## config.mk

```make
export PLATFORM = sky130hd
export DESIGN_NAME = vend_controller
export DESIGN_NICKNAME = d
export VERILOG_FILES = /design/src/rtl/vend_pkg.sv /design/src/rtl/vend_slot_table.sv /design/src/rtl/vend_controller.sv
export SDC_FILE = /design/constraint.sdc
export NUM_CORES = 1
export LEC_CHECK = 0
export CAP_MARGIN = 20
export CELL_PAD_IN_SITES_DETAIL_PLACEMENT = 0
export CELL_PAD_IN_SITES_GLOBAL_PLACEMENT = 1
export CORE_MARGIN = 3
export CORE_UTILIZATION = 43
export CTS_CLUSTER_SIZE = 14
export DETAILED_ROUTE_END_ITERATION = 8
export PLACE_DENSITY = 0.87
export SYNTH_ARGS = -nofsm -noshare
export SYNTH_HDL_FRONTEND = slang
export SYNTH_SLANG_ARGS = --single-unit
export TNS_END_PERCENT = 1
```

## constraint.sdc

```tcl
create_clock -name clk -period 4.4 [get_ports clk]
set_input_delay 0.88 -clock clk [delete_from_list [all_inputs] [get_ports clk]]
set_output_delay 0.88 -clock clk [all_outputs]
set_load 0.05 [all_outputs]
```

## src/rtl/vend_pkg.sv

```systemverilog
// Shared types and widths for the vending controller slice.
// Optional feature macro used by vend_controller: VEND_TIMEOUT_EN.
package vend_pkg;

   localparam int SLOTS    = 4;
   localparam int SW       = $clog2(SLOTS);
   localparam int PRICE_W  = 4;
   localparam int QTY_W    = 4;
   localparam int CREDIT_W = 6;

   typedef enum logic [2:0] {
      S_IDLE,
      S_CREDIT,
      S_CHECK,
      S_DISPENSE,
      S_CHANGE
   } vend_state_t;

   typedef struct packed {
      logic [QTY_W-1:0]   qty;
      logic [PRICE_W-1:0] price;
   } slot_entry_t;

endpackage

```

## src/rtl/vend_slot_table.sv

```systemverilog
// Slot price/quantity register file: one write port, two combinational read ports.
// The single write port is shared by configuration (IDLE only) and the
// post-CHECK quantity decrement, which can never occur in the same cycle.
module vend_slot_table import vend_pkg::*; (
   input  logic              clk,
   input  logic              reset,
   input  logic              i_we,
   input  logic [SW-1:0]     i_wr_slot,
   input  slot_entry_t       i_wr_data,
   input  logic [SW-1:0]     i_rd_a_slot,
   output slot_entry_t       o_rd_a,
   input  logic [SW-1:0]     i_rd_b_slot,
   output slot_entry_t       o_rd_b
);

   slot_entry_t r_tab [SLOTS];

   // Table storage: cleared by reset, written one entry per edge.
   always_ff @(posedge clk or negedge reset) begin
      if (!reset) begin
         for (int i = 0; i < SLOTS; i++) begin
            r_tab[i] <= '0;
         end
      end else if (i_we) begin
         r_tab[i_wr_slot] <= i_wr_data;
      end
   end

   assign o_rd_a = r_tab[i_rd_a_slot];
   assign o_rd_b = r_tab[i_rd_b_slot];

endmodule

```

## src/rtl/vend_controller.sv

```systemverilog
// Vending transaction sequencer: credit accumulation, select/check/dispense/change.
// Optional macro VEND_TIMEOUT_EN adds an inactivity auto-refund in CREDIT.
module vend_controller import vend_pkg::*; #(
   parameter int TIMEOUT_CYC = 1000
) (
   input  logic                clk,
   input  logic                reset,
   input  logic                coin_valid,
   input  logic [PRICE_W-1:0]  coin_val,
   input  logic                sel_valid,
   input  logic [SW-1:0]       sel_slot,
   input  logic                cancel,
   input  logic                cfg_we,
   input  logic [SW-1:0]       cfg_slot,
   input  logic [PRICE_W-1:0]  cfg_price,
   input  logic [QTY_W-1:0]    cfg_qty,
   input  logic [SW-1:0]       rd_slot,
   output logic [PRICE_W-1:0]  rd_price,
   output logic [QTY_W-1:0]    rd_qty,
   output logic                disp_req,
   output logic [SW-1:0]       disp_slot,
   input  logic                disp_ack,
   output logic                change_valid,
   output logic [CREDIT_W-1:0] change_val,
   output logic [CREDIT_W-1:0] credit,
   output logic                busy,
   output logic                err_soldout,
   output logic                err_funds,
   output logic                coin_reject
);

   vend_state_t         r_state, w_state_nx;
   logic [CREDIT_W-1:0] r_credit, w_credit_nx;
   logic [SW-1:0]       r_sel, w_sel_nx;
   logic                r_coin_reject, w_coin_reject_nx;
   logic                r_err_soldout, w_err_soldout_nx;
   logic                r_err_funds, w_err_funds_nx;
   logic                r_change_valid, w_change_valid_nx;
   logic [CREDIT_W-1:0] r_change_val, w_change_val_nx;

   logic                w_tab_we;
   logic [SW-1:0]       w_tab_slot;
   slot_entry_t         w_tab_data;
   slot_entry_t         w_chk_entry;
   slot_entry_t         w_rd_entry;
   logic [CREDIT_W:0]   w_coin_sum;
   logic                w_coin_ok;
   logic                w_timeout;

   vend_slot_table u_table (
      .clk         (clk),
      .reset       (reset),
      .i_we        (w_tab_we),
      .i_wr_slot   (w_tab_slot),
      .i_wr_data   (w_tab_data),
      .i_rd_a_slot (r_sel),
      .o_rd_a      (w_chk_entry),
      .i_rd_b_slot (rd_slot),
      .o_rd_b      (w_rd_entry)
   );

   // Coin sum carries one extra bit so overflow is simply the top bit.
   assign w_coin_sum = {1'b0, r_credit} + (CREDIT_W+1)'(coin_val);
   assign w_coin_ok  = ~w_coin_sum[CREDIT_W];

`ifdef VEND_TIMEOUT_EN
   localparam int TW = $clog2(TIMEOUT_CYC + 1);
   logic [TW-1:0] r_to_cnt;

   assign w_timeout = (r_state == S_CREDIT) && (r_to_cnt == TW'(TIMEOUT_CYC - 1));

   // Inactivity counter: restarts on CREDIT entry and on any coin or selection.
   always_ff @(posedge clk or negedge reset) begin
      if (!reset) begin
         r_to_cnt <= '0;
      end else if (((r_state != S_CREDIT) && (w_state_nx == S_CREDIT)) || coin_valid || sel_valid) begin
         r_to_cnt <= '0;
      end else if ((r_state == S_CREDIT) && !w_timeout) begin
         r_to_cnt <= r_to_cnt + TW'(1);
      end
   end
`else
   logic w_unused_timeout;
   // Timeout parameter has no effect when the refund timer is compiled out.
   assign w_unused_timeout = (TIMEOUT_CYC > 0);
   assign w_timeout        = 1'b0;
`endif

   // Next-state, credit, table-write and pulse decisions for the transaction FSM.
   always_comb begin
      w_state_nx        = r_state;
      w_credit_nx       = r_credit;
      w_sel_nx          = r_sel;
      w_coin_reject_nx  = 1'b0;
      w_err_soldout_nx  = 1'b0;
      w_err_funds_nx    = 1'b0;
      w_change_valid_nx = 1'b0;
      w_change_val_nx   = '0;
      w_tab_we          = 1'b0;
      w_tab_slot        = cfg_slot;
      w_tab_data        = '{qty: cfg_qty, price: cfg_price};

      unique case (r_state)
         S_IDLE, S_CREDIT: begin
            if (coin_valid) begin
               if (w_coin_ok) w_credit_nx = w_coin_sum[CREDIT_W-1:0];
               else           w_coin_reject_nx = 1'b1;
            end
            if ((r_state == S_IDLE) && cfg_we) w_tab_we = 1'b1;
            // Cancel beats selection; a same-cycle coin is already in w_credit_nx.
            if (cancel && (r_state == S_CREDIT)) begin
               w_state_nx = S_CHANGE;
            end else if (sel_valid) begin
               w_sel_nx   = sel_slot;
               w_state_nx = S_CHECK;
            end else if (coin_valid && w_coin_ok) begin
               w_state_nx = S_CREDIT;
            end else if (w_timeout && !coin_valid) begin
               w_state_nx = S_CHANGE;
            end
         end
         S_CHECK: begin
            w_coin_reject_nx = coin_valid;
            if (w_chk_entry.qty == '0) begin
               w_err_soldout_nx = 1'b1;
               w_state_nx       = (r_credit != '0) ? S_CREDIT : S_IDLE;
            end else if (r_credit < CREDIT_W'(w_chk_entry.price)) begin
               w_err_funds_nx = 1'b1;
               w_state_nx     = (r_credit != '0) ? S_CREDIT : S_IDLE;
            end else begin
               w_credit_nx = r_credit - CREDIT_W'(w_chk_entry.price);
               w_tab_we    = 1'b1;
               w_tab_slot  = r_sel;
               w_tab_data  = '{qty: w_chk_entry.qty - QTY_W'(1), price: w_chk_entry.price};
               w_state_nx  = S_DISPENSE;
            end
         end
         S_DISPENSE: begin
            w_coin_reject_nx = coin_valid;
            if (disp_ack) w_state_nx = S_CHANGE;
         end
         S_CHANGE: begin
            w_coin_reject_nx = coin_valid;
            if (r_credit != '0) begin
               w_change_valid_nx = 1'b1;
               w_change_val_nx   = r_credit;
            end
            w_credit_nx = '0;
            w_state_nx  = S_IDLE;
         end
         default: begin
            w_state_nx = S_IDLE;
         end
      endcase
   end

   // State register and registered outputs; reset abandons any transaction.
   always_ff @(posedge clk or negedge reset) begin
      if (!reset) begin
         r_state        <= S_IDLE;
         r_credit       <= '0;
         r_sel          <= '0;
         r_coin_reject  <= 1'b0;
         r_err_soldout  <= 1'b0;
         r_err_funds    <= 1'b0;
         r_change_valid <= 1'b0;
         r_change_val   <= '0;
      end else begin
         r_state        <= w_state_nx;
         r_credit       <= w_credit_nx;
         r_sel          <= w_sel_nx;
         r_coin_reject  <= w_coin_reject_nx;
         r_err_soldout  <= w_err_soldout_nx;
         r_err_funds    <= w_err_funds_nx;
         r_change_valid <= w_change_valid_nx;
         r_change_val   <= w_change_val_nx;
      end
   end

   assign rd_price     = w_rd_entry.price;
   assign rd_qty       = w_rd_entry.qty;
   assign disp_req     = (r_state == S_DISPENSE);
   assign disp_slot    = r_sel;
   assign change_valid = r_change_valid;
   assign change_val   = r_change_val;
   assign credit       = r_credit;
   assign busy         = (r_state != S_IDLE);
   assign err_soldout  = r_err_soldout;
   assign err_funds    = r_err_funds;
   assign coin_reject  = r_coin_reject;

endmodule

```

==> results of run 1 <==
[final timing paths]
kind,end,slack (ps),depth (start not counted)
min in group asynchronous,change_val[0],680,2
hold / removal,u_table.r_tab[21],540,1
max in group asynchronous,u_table.r_tab[16],3260,2
hold reg to reg,u_table.r_tab[21],540,1
setup / recovery,rd_price[2],730,4
setup reg to reg,u_table.r_tab[28],820,9
[cell families after synthesis]
kind of cell	Yosys count	synth area share [%]
AO/OA/AOI/OAI	46	12.7
XOR/XNOR	3	0.797
adder cells (fa/ha/maj)	11	4.63
buffers and inverters	46	5.76
flip-flops	53	40.2
multiplexers	64	27.1
AND/OR/NAND/NOR	54	8.80
[sequential cells by signal (all words and copies together) (netlist names)]
name           count
change_valid       1
coin_reject        1
err_funds          1
u_table.r_tab     32
err_soldout        1
credit             6
change_val         6
disp_slot          2
r_state            3
[layer usage]
metal | up-vias | global-route usage [%]
met5 | - | 0
met4 | 0 | 3.97
met3 | 9 | 2.33
met2 | 77 | 29.8
met1 | 1180 | 24.8
li1 | 1124 | -
[power breakdown]
group / total (W) / internal, W / switching (W)
Clock: 0.000283 / 0.000115 / 0.000168
Sequential: 0.000973 / 0.000703 / 0.000270
Combinational: 0.00216 / 0.000969 / 0.00120
Total: 0.00342 / 0.00179 / 0.00163
[cells in the mapped netlist, types with 2 or more instances]
| cell type | instances | area (um^2) |
|---|---|---|
| mux2_2 | 15 | 169 |
| nand2b_1 | 2 | 12.5 |
| ha_1 | 9 | 113 |
| clkbuf_1 | 9 | 33.8 |
| and2_1 | 7 | 43.8 |
| nand3_1 | 3 | 15.0 |
| nor2_1 | 17 | 63.8 |
| buf_6 | 2 | 22.5 |
| mux4_2 | 15 | 338 |
| o32a_1 | 3 | 30.0 |
| nor3_1 | 7 | 35.0 |
| nor3b_1 | 2 | 15.0 |
| o32ai_4 | 2 | 55.1 |
| o211ai_1 | 3 | 22.5 |
| dfrtp_1 | 53 | 1330 |
| buf_2 | 2 | 10.0 |
| xnor2_1 | 2 | 17.5 |
| a22o_1 | 2 | 17.5 |
| nand3b_1 | 2 | 15.0 |
| mux2_1 | 5 | 56.3 |
| a21oi_1 | 9 | 45.0 |
| inv_1 | 32 | 120 |
| mux2_4 | 5 | 75.1 |
| o21ai_0 | 3 | 15.0 |
| and3_1 | 2 | 12.5 |
| a21o_1 | 2 | 15.0 |
| nor2b_1 | 3 | 18.8 |
| fa_1 | 2 | 40.0 |
| nand2_1 | 4 | 15.0 |
| mux2i_1 | 23 | 230 |
[final cells by class]
type / instances / area (um^2) / share of cell area, %
clock buffer: 5 / 68.8 / 1.71
multi-input combinational: 178 / 1780 / 44.4
timing repair buffer: 59 / 568 / 14.1
tap: 99 / 124 / 3.09
sequential: 53 / 1330 / 33.0
clock inverter: 3 / 25.0 / 0.623
inverter: 32 / 120 / 2.99
[through the flow]
stage          power (W)  util (%)  hold slack [ps]  worst slack, ps  area (um^2)
4_1_cts          0.00344      54.8              537              703         4020
6_report         0.00342      54.8              535              725         4020
5_1_grt          0.00368      54.8              561              635         4020
3_5_place_dp     0.00314      53.5              514              708         3920
2_1_floorplan    0.00258         -              477              943         3300
3_3_place_gp     0.00308      53.5              506              721         3920
==> impl_metrics.csv, run 1 <==
group,metric,value,unit
sta,finalHoldViolCount,0,
global_routing,grt_pass1_wl,12300,um
global_routing,grt_remaining_overflow,0,
sta,setup_viol,0,
cts,cts_buffers,5,
die,dieArea,0.00876,mm^2
power,p_leak,1.79,nW
sta,drv_slew,0,
place,dp_cells,421,
worst_setup_path,crit_buf_inv,3,
logic_synthesis,synth-main-ff-cell,"dfrtp_1",
logic_synthesis,synth_area,0.00330,mm^2
global_routing,grt_pass1_vias,2437,
worst_setup_path,cp-end-kind,"output port",
logic_synthesis,synthArstFlopShare,100,%
worst_setup_path,cp_cell_sequence,"clkdlybuf4s50_1 > buf_4 > mux4_2 > clkdlybuf4s50_1",
logic_synthesis,avgSynthCellArea,11.9,um^2
worst_setup_path,r2r-start,"disp_slot[0]",
global_routing,grt_max_degree,54,
logic_synthesis,ys_warn_count,0,
cts,clk_pin_slew,100,ps
global_routing,track_usage,17.8,%
finish,fill_cells,616,
die,ios,53,
worst_setup_path,critPathMostFrequentCell,"clkdlybuf4s50_1",
cts,ctsHoldBuffers,0,
worst_setup_path,worst_path_max_delay_cell,"clkdlybuf4s50_1",
finish,final_common_cell,"dfrtp_1",
cts,cts_setup_buffers,0,
finish,area_delta_synth_final,21.7,%
sta,clock_skew,8.98,ps
cts,cts_max_level,2,
cts,cts_tree,"yes",
worst_setup_path,timing_worst_setup_path_type,"in2out",
flow_run,maxCapViolCount,0,
worst_setup_path,cp_top_family,"buffers and inverters",
sta,setup_tns,0,ps
cts,clock_sinks,53,
die,rows,31,
sta,worstMarginPinSlew,752,ps
worst_setup_path,critPathArrivalTime,2790,ps
cts,cts_max_path_buffers,2,
detailed_routing,wire_per_inst,17.2,um
finish,final_cell_mix,"dfrtp_1, clkdlybuf4s50_1, inv_1",
detailed_routing,top_layer_used,"met4",
logic_synthesis,ys_seq_area_share,40.2,%
detailed_routing,drc_errors,0,
place,io_buffers,52,
sta,fmax,0.272,GHz
power,power.density,852,mW/mm^2
logic_synthesis,synth_edf_count,0,
detailed_routing,wl,7380,um
finish,instances_no_fill,429,
sta,period_minus_slack,3670,ps
logic_synthesis,netlist_instances,277,
finish,drive_gt1_share,17.6,%
detailed_routing,vias,2390,
hold_path,hp-class,"reg2reg",
worst_setup_path,crit_start,"rd_slot[0]",
die,fp.dieW,93.6,um
cts,cts_root_buf,"clkbuf_8",
die,coreArea,0.00733,mm^2
worst_setup_path,cp_max_fo,8,
detailed_routing,viasPerCell,5.57,
cts,clock_latency,310,ps
finish,antenna-diode-count,0,
worst_setup_path,critPathMaxStageDelay,720,ps
detailed_routing,detail-route-antenna-nets,0,
die,initial_core_util,45.0,%
die,die_height,93.6,um
global_routing,antenna_found_initial,0,
sta,grt_setup_unrepaired,"false",
detailed_routing,route.met3.wl,396,um
logic_synthesis,ys_ff_latch,53,
cts,ctsResizeCount,0,
detailed_routing,wl_met1,3380,um
worst_setup_path,start_kind,"input port",
finish,fin_nets,365,
detailed_routing,firstDrtPassIters,4,
logic_synthesis,syn-num-nets,313,
logic_synthesis,synth.distinct_cells,60,
hold_path,worstHoldStart,"u_table.r_tab[21]",
place,place.gp.congestion,0.873,
sta,period_share,83.5,%
run_status,outcome,"complete, no violations",
power,ir_worst_vdd,0.490,mV
place,dpl.hpwl,5440,um
detailed_routing,drt_iter0_markers,105,
worst_setup_path,crit_required,3520,ps
sta,relSlewSlack,49.7,%
detailed_routing,met2_length,3520,um
(Power assumes the default switching activity.)
==> run 2: changes to the inputs <==
Settings changed: CORE_UTILIZATION 43 to 39, PLACE_DENSITY 0.87 to 0.84.
Clock period 4.4 ns to 3.37 ns, I/O delays scaled along.
==> run 2 against run 1 <==
Against the previous run: clock skew grew 1.1 ps; die area grew 9.6%; design area grew 1.9%; clock power grew 31%; via count grew 1.6%; core utilization shrank 3.4 points; critical path depth grew 7; combinational power grew 34%; total power grew 32%; flip-flop and latch count is the same; worst setup slack lost 460 ps; critical endpoint is now u_table.r_tab[4]; largest power group unchanged.
==> impl_metrics.csv, run 2 (same netlist as run 1, synthesis figures left out) <==
group,metric,value,unit
detailed_routing,drt_iter0_markers,72,
sta,clock_skew,10.1,ps
hold_path,hp-class,"in2async",
worst_setup_path,cp_max_fo,12,
die,coreArea,0.00797,mm^2
detailed_routing,wl,7530,um
global_routing,grt_remaining_overflow,0,
sta,fmax,0.322,GHz
place,place.gp.congestion,0.834,
detailed_routing,vias,2428,
power,ir_worst_vdd,0.583,mV
finish,antenna-diode-count,0,
sta,worstMarginPinSlew,819,ps
cts,clock_latency,310,ps
worst_setup_path,critPathArrivalTime,3310,ps
detailed_routing,drc_errors,0,
place,place_area,0.00398,mm^2
cts,clock_sinks,53,
cts,cts_root_buf,"clkbuf_8",
finish,multi_input_area,0.00178,mm^2
sta,setup_tns,0,ps
detailed_routing,wire_per_inst,17.0,um
cts,cts_tree,"yes",
finish,top_register,"u_table.r_tab",
finish,fill_cells,708,
finish,fin_nets,377,
detailed_routing,viasPerCell,5.47,
die,fp.dieW,98.0,um
place,io_buffers,52,
global_routing,grt_max_degree,37,
die,ios,53,
cts,ctsHoldBuffers,0,
power,p_leak,1.86,nW
sta,setup_viol,0,
sta,drv_slew,0,
finish,drive_gt1_share,23.4,%
die,dieArea,0.00960,mm^2
cts,cts_max_path_buffers,2,
finish,final_cell_mix,"dfrtp_1, clkdlybuf4s50_1, inv_1",
sta,period_minus_slack,3110,ps
die,rows,32,
sta,timing.hold.ws,449,ps
sta,relSlewSlack,45.4,%
worst_setup_path,cp-end-kind,"flip-flop",
sta,period_share,92.2,%
worst_setup_path,timing_worst_setup_path_type,"reg2reg",
detailed_routing,detail-route-antenna-nets,0,
detailed_routing,firstDrtPassIters,4,
global_routing,track_usage,16.3,%
run_status,outcome,"complete, no violations",
finish,final_cell_area,0.00409,mm^2
die,die_height,98.0,um
finish,largest_reg_flops,32,
power,power.density,1110,mW/mm^2
finish,register_area,0.00133,mm^2
global_routing,antenna_found_initial,0,
cts,cts_max_level,2,
sta,grt_setup_unrepaired,"false",
sta,finalHoldViolCount,0,
flow_run,maxCapViolCount,0,
global_routing,grt_pass1_vias,2507,
finish,final_common_cell,"dfrtp_1",
worst_setup_path,start_kind,"flip-flop",
finish,area_delta_synth_final,24.0,%
worst_setup_path,crit_required,3570,ps
die,initial_core_util,41.4,%
cts,cts_buffers,5,
global_routing,grt_pass1_wl,12700,um
cts,clk_pin_slew,100,ps
place,dpl.hpwl,5730,um
-- run 2: timing repair --
item / 4_1_cts / 5_1_grt
hold endpoints to repair: 0 / 0
setup endpoints to repair: 0 / 15
gates resized for setup: 0 / 1
setup buffers: 0 / 3
-- run 2: layer usage --
metal	global-route usage (%)	share of wire [%]	routed length (um)	vias to the layer above
met5	0	0	0	-
met2	27.7	49	3720	64
met1	22.0	45	3390	1202
met4	3.09	1.0	77	0
met3	2.79	4.5	342	9
li1	-	-	-	1153
-- run 2: through the flow --
step / setup slack [ps] / power [W] / cells / utilization, %
3_3_place_gp: 156 / 0.00409 / 433 / 49.9
5_1_grt: 45.6 / 0.00488 / 444 / 51.4
2_1_floorplan: 94.2 / 0.00338 / 277 / -
4_1_cts: 157 / 0.00453 / 441 / 51.0
6_report: 264 / 0.00453 / 444 / 51.4
3_5_place_dp: 123 / 0.00415 / 433 / 49.9
-- run 2: worst paths after layout --
path	end	cells past startpoint	slack [ps]	startpoint
worst max-delay path	u_table.r_tab[4]	11	260	disp_slot[0]
worst min-delay path	u_table.r_tab[13]	1	450	reset
worst max register to register	u_table.r_tab[4]	11	260	disp_slot[0]
worst min register to register	u_table.r_tab[28]	1	530	u_table.r_tab[28]
max in group asynchronous	u_table.r_tab[19]	2	2260	reset
min in group clk	u_table.r_tab[28]	1	530	u_table.r_tab[28]
-- run 2: power breakdown --
group	leakage (nW)	internal [W]	switching, W
Combinational	1.16	0.00132	0.00157
Sequential	0.648	0.000925	0.000339
Clock	0.0481	0.000148	0.000223
Total	1.86	0.00239	0.00213
-- run 2: final cells by class --
type / instances / area share [%]
flip-flops and latches: 53 / 32.5
inverters: 32 / 2.94
well taps: 102 / 3.12
clock buffers: 5 / 1.68
multi-input cells: 178 / 43.6
repair buffers: 71 / 15.6
clock inverters: 3 / 0.550
-- run 2: critical path, cell delays in order, from the launching register on --
cell	delay [ps]
dfrtp_4	580
mux4_2	550
ha_1	210
inv_1	70
fa_1	200
a21oi_1	110
o21ai_2	200
o211ai_4	170
buf_4	180
o32ai_4	250
buf_4	200
mux2_4	300
